--- src/rtl/evu_event_arbiter.sv ---
// evu_event_arbiter: per-lane saturating event counters drained round-robin
// into one valid/ready record channel {lane, count, info} toward the SPU.
//
// Ports:
//   clk_i, rst_i       clock; synchronous active-high reset
//   event_i            per-lane event strobe
//   info_i             side info latched with every counted event
//   lane_en_i          per-lane count enable
//   flush_i            drop pending counts and the held record
//   clr_ovf_i          clear sticky overflow flags
//   out_valid_o        record valid; out_ready_i accepts it
//   out_lane_o         granted lane
//   out_count_o        events accumulated for that lane
//   out_info_o         info from that lane's latest counted event
//   overflow_o         sticky per-lane saturation loss flag
//   out_ts_o           grant-time cycle stamp (EVU_ARB_TIMESTAMP_EN only)
//
// Optional feature macro: EVU_ARB_TIMESTAMP_EN
module evu_event_arbiter #(
   parameter int NUM_LANES = 4,
   parameter int CNT_W     = 8,
   parameter int INFO_W    = 18
) (
   input  logic                         clk_i,
   input  logic                         rst_i,
   input  logic [NUM_LANES-1:0]         event_i,
   input  logic [INFO_W-1:0]            info_i,
   input  logic [NUM_LANES-1:0]         lane_en_i,
   input  logic                         flush_i,
   input  logic                         clr_ovf_i,
   output logic                         out_valid_o,
   input  logic                         out_ready_i,
   output logic [$clog2(NUM_LANES)-1:0] out_lane_o,
   output logic [CNT_W-1:0]             out_count_o,
   output logic [INFO_W-1:0]            out_info_o,
`ifdef EVU_ARB_TIMESTAMP_EN
   output logic [31:0]                  out_ts_o,
`endif
   output logic [NUM_LANES-1:0]         overflow_o
);

   localparam int LW = $clog2(NUM_LANES);
   localparam logic [CNT_W-1:0] CNT_MAX = '1;

   typedef logic [LW-1:0] lane_t;

   logic [CNT_W-1:0]     cnt  [NUM_LANES];
   logic [INFO_W-1:0]    info [NUM_LANES];
   lane_t                rr_ptr;

   logic [NUM_LANES-1:0] ev;
   logic [NUM_LANES-1:0] nz;
   logic [NUM_LANES-1:0] sat;
   logic                 slot_free;
   logic                 gnt_any;
   logic                 grant;
   lane_t                gnt_lane;
   lane_t                nxt_ptr;
   lane_t                sel;
   int                   idx;

   always_comb begin
      ev        = '0;
      nz        = '0;
      sat       = '0;
      gnt_any   = 1'b0;
      gnt_lane  = '0;
      sel       = '0;
      idx       = 0;
      for (int k = 0; k < NUM_LANES; k++) begin
         ev[k] = event_i[k] & lane_en_i[k];
         nz[k] = (cnt[k] != '0);
      end
      // first non-empty lane at or after rr_ptr, wrapping
      for (int i = 0; i < NUM_LANES; i++) begin
         idx = int'(rr_ptr) + i;
         if (idx >= NUM_LANES)
            idx = idx - NUM_LANES;
         sel = lane_t'(idx);
         if (!gnt_any && nz[sel]) begin
            gnt_any  = 1'b1;
            gnt_lane = sel;
         end
      end
      slot_free = ~out_valid_o | out_ready_i;
      grant     = slot_free & gnt_any & ~flush_i;
      if (gnt_lane == lane_t'(NUM_LANES - 1))
         nxt_ptr = '0;
      else
         nxt_ptr = gnt_lane + lane_t'(1);
      // a granted lane restarts from zero, so its event is never lost
      for (int k = 0; k < NUM_LANES; k++) begin
         sat[k] = ev[k] & ~flush_i & (cnt[k] == CNT_MAX)
                & ~(grant & (gnt_lane == lane_t'(k)));
      end
   end

   always_ff @(posedge clk_i) begin
      if (rst_i) begin
         for (int k = 0; k < NUM_LANES; k++) begin
            cnt[k]  <= '0;
            info[k] <= '0;
         end
         rr_ptr      <= '0;
         out_valid_o <= 1'b0;
         out_lane_o  <= '0;
         out_count_o <= '0;
         out_info_o  <= '0;
         overflow_o  <= '0;
      end else begin
         // set beats clear when both land in one cycle
         overflow_o <= (overflow_o & ~{NUM_LANES{clr_ovf_i}}) | sat;
         for (int k = 0; k < NUM_LANES; k++) begin
            if (flush_i)
               cnt[k] <= '0;
            else if (grant && (gnt_lane == lane_t'(k)))
               cnt[k] <= {{(CNT_W-1){1'b0}}, ev[k]};
            else if (ev[k] && (cnt[k] != CNT_MAX))
               cnt[k] <= cnt[k] + 1'b1;
            if (ev[k] && !flush_i)
               info[k] <= info_i;
         end
         if (flush_i) begin
            out_valid_o <= 1'b0;
         end else if (grant) begin
            out_valid_o <= 1'b1;
            out_lane_o  <= gnt_lane;
            out_count_o <= cnt[gnt_lane];
            out_info_o  <= info[gnt_lane];
            rr_ptr      <= nxt_ptr;
         end else if (out_ready_i) begin
            out_valid_o <= 1'b0;
         end
      end
   end

`ifdef EVU_ARB_TIMESTAMP_EN
   logic [31:0] ts;

   always_ff @(posedge clk_i) begin
      if (rst_i) begin
         ts       <= '0;
         out_ts_o <= '0;
      end else begin
         ts <= ts + 32'd1;
         if (grant)
            out_ts_o <= ts;
      end
   end
`endif

endmodule
--- config.mk ---
export PLATFORM = sky130hd
export DESIGN_NAME = evu_event_arbiter
export DESIGN_NICKNAME = d
export VERILOG_FILES = /design/src/rtl/evu_event_arbiter.sv
export SDC_FILE = /design/constraint.sdc
export NUM_CORES = 1
export LEC_CHECK = 0
export CAP_MARGIN = 10
export CORE_MARGIN = 2
export CORE_UTILIZATION = 52
export DETAILED_ROUTE_END_ITERATION = 6
export PLACE_DENSITY = 0.78
export SLEW_MARGIN = 15
export SYNTH_ARGS = -nofsm -noshare
export SYNTH_HDL_FRONTEND = slang
export SYNTH_SLANG_ARGS = --single-unit
--- constraint.sdc ---
create_clock -name clk_i -period 3.31 [get_ports clk_i]
set_clock_uncertainty 0.1 [all_clocks]
set_input_delay 0.331 -clock clk_i [delete_from_list [all_inputs] [get_ports clk_i]]
set_output_delay 0.331 -clock clk_i [all_outputs]
set_load 0.005 [all_outputs]
==> results.py, run 1 <==
metrics = {
    "sta": {
        "worstMarginPinSlew_ns": 0.892,
        "fmax_mhz": 321,
        "rsz0062_at_grt": "false",
        "fin_setup_tns_ns": 0,
        "post-route-min-period_ns": 3.12,
        "finalSetupViolations": 0,
        "slew_headroom": 0.402,
        "drv_slew": 0,
        "period_share": 0.942,
        "hold_violations": 0,
        "setup_ws_ns": 0.191,
    },
    "power_and_ir_drop": {
        "finalPower_mw": 5.22,
        "ir_drop_mv": 0.376,
        "leakage_nw": 3.14,
        "power_density_nw_per_um2": 625,
    },
    "clocking": {
        "clk_latency_ns": 0.43,
        "ctsHtreeMaxLevel": 4,
        "numCtsBuffers": 17,
        "cts-root-buf": "clkbuf_16",
        "clockBufferDepth": 2,
        "holdBufCountCts": 0,
        "cts_tree": "yes",
        "cts_sinks": 139,
        "clk_pin_slew_worst_paths_ns": 0.05,
    },
    "synthesis": {
        "yosysMostFrequentCell": "edfxtp_1",
        "yosysWarnings": 0,
        "synth_common_cells": "edfxtp_1 (104), and2_1 (72), nand2_1 (48)",
        "netlist.top_cell.by_area": "edfxtp_1",
        "ys_ff_latch": 139,
        "synth_top_area_share": 0.465,
        "syn_area_um2": 6710,
        "synth_edf_count": 104,
        "yosysUniqueCellTypes": 51,
        "ys_top_cells_by_area": "edfxtp_1 (47%), dfxtp_1 (10%), and2_1 (6.7%)",
        "netlist_instances": 609,
        "synthArstFlopShare": 0,
        "avgSynthCellArea_um2": 11.0,
        "ys_dominant_reg_cell": "edfxtp_1",
        "synth_nets": 649,
        "synth-seq-area-share": 0.570,
    },
    "run_status": {
        "status": "finished clean",
    },
    "global_routing": {
        "track_usage": 0.258,
        "antenna_found_initial": 0,
        "grt_pass1_wl_mm": 27.3,
        "grt_max_degree": 62,
        "grt_pass1_vias": 5100,
        "grt-ovfl-total": 0,
    },
    "die": {
        "num_rows": 41,
        "die_x_um": 118,
        "initial_core_util": 0.532,
        "chipHeight_um": 118,
        "io_pins": 64,
        "coreArea_um2": 12600,
        "die_area_um2": 13800,
    },
    "worst_setup_path": {
        "startpoint_type": "register",
        "cpLargestDelayFamily": "compound AO/OA/AOI/OAI gates",
        "endpoint_kind": "register",
        "setup.worst_path.class": "reg2reg",
        "cp.arrival_ns": 3.07,
        "crit_buf_inv": 2,
        "crit_cells": 9,
        "worst-path-max-fanout": 61,
        "r2r_cells": 9,
        "crit_chain": "inv_1 > ha_1 > or4b_4 > a2111oi_2 > a311oi_4 > buf_12 > a21oi_2 > nand2_1 > o211ai_1",
        "slowest_stage": "or4b_4",
        "critPathMaxStageDelay_ns": 0.49,
        "required_ns": 3.26,
    },
    "final_layout": {
        "drive_above_1_share": 0.123,
        "multi_input_area_um2": 2720,
        "syn2layout_area_growth_pct": 24.3,
        "post-route-util": 0.661,
        "fin_nets": 736,
        "final.fill_count": 966,
        "final_cells": 881,
        "n_antenna_cell": 0,
        "regArea_um2": 3820,
    },
    "route": {
        "final_antenna_net_count": 0,
        "first_pass_iters": 6,
        "viasPerCell": 5.76,
        "drc_errors": 0,
        "routed_wl_mm": 17.0,
        "drtIter0Drc": 518,
        "routedWlPerCell_um": 19.3,
        "vias": 5071,
    },
    "min_path": {
        "holdPathStages": 2,
        "hold_class": "reg2reg",
    },
    "placement": {
        "place_ws_ns": 0.118,
        "numPortBuffers": 63,
        "placed_cells": 848,
        "place_congestion": 1.00,
        "dp_hpwl_mm": 11.3,
    },
    "run": {
        "cap_violations": 0,
    },
}
==> sequential cells by signal, indices dropped and copies added, names as in the netlist <==
register,flops
rr_ptr,2
cnt,32
out_info_o,18
out_lane_o,2
info,72
overflow_o,4
out_count_o,8
out_valid_o,1
==> worst paths after layout <==
path	from	to	slack [ns]
setup / recovery	cnt[1][0]	cnt[2][5]	0.19
hold / removal	overflow_o[1]	overflow_o[1]	0.35
setup reg to reg	cnt[1][0]	cnt[2][5]	0.19
hold reg to reg	overflow_o[1]	overflow_o[1]	0.35
==> worst min-delay path, cell delays in order, from the launching register on <==
cell,delay (ns)
dfxtp_1,0.32
nand2_1,0.05
o21ai_0,0.05
==> metrics by stage <==
step	hold slack, ns	cell area, um2
floorplan	0.349	6730
global placement	0.344	7760
detailed placement	0.344	7760
CTS	0.356	8330
global route	0.379	8350
finish	0.353	8350
==> layout by cell type, fill, tap and decap left out, types with 2 or more instances in the layout <==
| master | instances |
|---|---|
| clkdlybuf4s50_1 | 63 |
| o21ai_0 | 29 |
| buf_4 | 33 |
| nand3_1 | 20 |
| clkinv_4 | 3 |
| nand2_1 | 47 |
| ha_1 | 9 |
| nor2b_1 | 2 |
| dfxtp_1 | 35 |
| or2_2 | 3 |
| o211ai_1 | 31 |
| a21oi_1 | 13 |
| and3_1 | 34 |
| o221ai_1 | 2 |
| a32o_1 | 3 |
| clkbuf_1 | 3 |
| a21boi_0 | 21 |
| clkbuf_16 | 17 |
| nor2_1 | 39 |
| and2_1 | 72 |
| xor2_1 | 10 |
| xnor2_1 | 14 |
| edfxtp_1 | 104 |
| clkinvlp_4 | 2 |
| inv_1 | 22 |
| nor4_2 | 2 |
| nand2_2 | 2 |
| mux2i_1 | 18 |
| nor4_1 | 3 |
| o21ai_1 | 4 |
| a22oi_1 | 5 |
| buf_12 | 3 |
| a211oi_1 | 3 |
| or3_1 | 3 |
| clkbuf_8 | 3 |
==> kinds of logic after synthesis <==
| logic type | Yosys count | share of synthesized area |
|---|---|---|
| simple gates | 237 | 0.187 |
| flops | 139 | 0.570 |
| compound gates | 128 | 0.136 |
| buf+inv | 54 | 0.0324 |
| xor+xnor | 24 | 0.0313 |
| mux | 18 | 0.0268 |
| fa+ha+maj | 9 | 0.0168 |
==> metal layers <==
metal	GRT usage	wire [um]
met5	0	0
met4	0.100	383
met3	0.0722	1260
met2	0.416	8160
met1	0.331	7220
==> where the power goes <==
| part | internal, mW | leakage (nW) | total, mW | switching [mW] |
|---|---|---|---|---|
| combinational | 0.557 | 1.51 | 1.24 | 0.683 |
| clock | 1.09 | 0.271 | 1.81 | 0.714 |
| sequential | 2.06 | 1.36 | 2.17 | 0.110 |
| total | 3.71 | 3.14 | 5.22 | 1.51 |
==> timing repair <==
item / CTS / global route
gates resized for setup: 0 / 2
buffers inserted: 0 / 1
setup endpoints to repair: 0 / 8
endpoints found under the hold margin: 0 / 0
==> area by class of cell <==
| class | instances | area share |
|---|---|---|
| flip-flops and latches | 139 | 0.458 |
| clock inverters | 9 | 0.0106 |
| clock buffers | 23 | 0.0573 |
| multi-input cells | 416 | 0.325 |
| inverters | 23 | 0.0103 |
| repair buffers | 99 | 0.112 |
| well taps | 172 | 0.0258 |
No activity file was read; power rests on OpenSTA's default activity.
==> inputs of run 2 (changes only) <==
Settings changed: CAP_MARGIN 10 to not set, CTS_CLUSTER_SIZE set to 30.
==> results of run 2 <==
The final DEF is identical to that of run 1; final timing and power are the same.
==> inputs of run 3 (changes only) <==
Settings changed: CORE_MARGIN 2 to 1.5.
==> run 3 against run 2 <==
Global-route usage increased by 1.2 points. Critical endpoint is now out_count_o[2]. Clock-buffer cell count decreased by 2. Sequential power is essentially flat.
==> results.py, run 3 (synthesized netlist as in run 1, its figures left out) <==
metrics = {
    "run_status": {
        "status": "finished clean",
    },
    "die": {
        "initial_core_util": 0.532,
        "die_x_um": 117,
        "chipHeight_um": 117,
        "num_rows": 41,
        "io_pins": 64,
        "coreArea_um2": 12600,
        "die_area_um2": 13600,
    },
    "worst_setup_path": {
        "startpoint_type": "register",
        "r2r-end": "out_count_o[2]",
        "crit_path_end": "out_count_o[2]",
        "r2r_slack_ns": 0.17,
        "setup.worst_path.class": "reg2reg",
        "required_ns": 3.50,
        "cp.arrival_ns": 3.32,
        "startpoint": "cnt[2][0]",
        "reg2reg_from": "cnt[2][0]",
        "worst-path-max-fanout": 35,
        "endpoint_kind": "register",
        "r2r_cells": 11,
    },
    "power_and_ir_drop": {
        "power_density_nw_per_um2": 637,
        "finalPower_mw": 5.31,
        "ir_drop_mv": 0.547,
        "leakage_nw": 3.14,
    },
    "global_routing": {
        "grt_max_degree": 36,
        "grt_pass1_wl_mm": 26.7,
        "grt_pass1_vias": 5118,
        "met3_usage": 0.0706,
        "met2_usage": 0.427,
        "grt.busiest_layer": "met2",
        "use_met1": 0.349,
        "track_usage": 0.269,
        "antenna_found_initial": 0,
        "grt-ovfl-total": 0,
    },
    "route": {
        "drc_errors": 0,
        "final_antenna_net_count": 0,
        "drtIter0Drc": 532,
        "routed_wl_mm": 16.7,
        "routedWlPerCell_um": 19.0,
        "vias": 5145,
        "first_pass_iters": 5,
        "viasPerCell": 5.83,
    },
    "sta": {
        "post-route-min-period_ns": 3.14,
        "worstMarginPinSlew_ns": 0.789,
        "hold_violations": 0,
        "slew_headroom": 0.472,
        "fmax_mhz": 319,
        "fin_setup_tns_ns": 0,
        "drv_slew": 0,
        "setup_ws_ns": 0.174,
        "period_share": 0.947,
        "finalSetupViolations": 0,
        "rsz0062_at_grt": "false",
    },
    "placement": {
        "placed_cells": 848,
        "dp_hpwl_mm": 11.2,
        "place_ws_ns": 0.0848,
        "place_congestion": 0.981,
        "numPortBuffers": 63,
    },
    "final_layout": {
        "top_register": "info",
        "final_cells": 882,
        "largest_reg_flops": 72,
        "syn2layout_area_growth_pct": 24.3,
        "fin_nets": 737,
        "mostFrequentLayoutCell": "edfxtp_1",
        "top_regs": "info x72, cnt x32, out_info_o x18",
        "final_cell_mix": "edfxtp_1 (104), and2_1 (72), clkdlybuf4s50_1 (63), nand2_1 (47), nor2_1 (38)",
        "drive_above_1_share": 0.125,
        "n_antenna_cell": 0,
    },
    "clocking": {
        "holdBufCountCts": 0,
        "clk_latency_ns": 0.42,
        "cts_tree": "yes",
        "clk_pin_slew_worst_paths_ns": 0.06,
        "cts-root-buf": "clkbuf_16",
        "clockBufferDepth": 2,
        "numCtsBuffers": 17,
        "cts_sinks": 139,
        "ctsHtreeMaxLevel": 4,
    },
    "min_path": {
        "hold_class": "reg2reg",
    },
    "run": {
        "cap_violations": 0,
    },
}
==> run 3: layer usage <==
layer  wire (um)  up-vias
met2        8110      213
met3        1130       41
li1            -     2387
met1        6980     2504
met4         501        0
met5           0        -
==> run 3: report_power, final <==
part | switching, mW | total, mW | internal (mW)
clock network | 0.722 | 1.92 | 1.20
logic | 0.687 | 1.22 | 0.538
registers | 0.105 | 2.17 | 2.06
==> run 3: how the worst min path moves through the flow <==
stage                  start            end  slack (ns)  cells past startpoint
2_1_floorplan  overflow_o[1]  overflow_o[1]        0.35                      2
3_3_place_gp   overflow_o[1]  overflow_o[1]        0.35                      2
3_5_place_dp   out_lane_o[0]  out_lane_o[0]        0.35                      2
4_1_cts        out_lane_o[0]  out_lane_o[0]        0.36                      2
5_1_grt        out_lane_o[1]  out_lane_o[1]        0.40                      2
6_report       out_lane_o[0]  out_lane_o[0]        0.36                      2
==> run 3: what timing repair did <==
| item | CTS | global route |
|---|---|---|
| buffers inserted | 0 | 2 |
| gates resized for setup | 0 | 4 |
| endpoints found under the setup margin | 0 | 25 |
==> run 3: critical path, cell delays in order (launching register included) <==
cell,delay [ns]
edfxtp_1,0.45
inv_1,0.11
ha_1,0.15
nor3b_1,0.18
buf_4,0.16
nand2_2,0.12
a311oi_4,0.37
buf_6,0.30
buf_4,0.32
a21boi_0,0.15
o21ai_0,0.42
o211ai_1,0.15
==> run 3: per-stage QoR <==
| step | util | cell area [um2] | hold slack (ns) |
|---|---|---|---|
| after global placement | 0.612 | 7720 | 0.346 |
| final | 0.661 | 8350 | 0.358 |
| after detailed placement | 0.612 | 7720 | 0.352 |
| after global routing | 0.661 | 8350 | 0.398 |
| after CTS | 0.659 | 8320 | 0.359 |
| after floorplan | - | 6730 | 0.349 |
==> run 3: area by class of cell <==
type,count,area [um2]
Clock buffer,21,450
Clock inverter,11,146
Fill cell,965,4270
Inverter,23,86.3
Multi-Input combinational cell,416,2710
Sequential cell,139,3820
Tap cell,172,215
Timing Repair Buffer,100,912
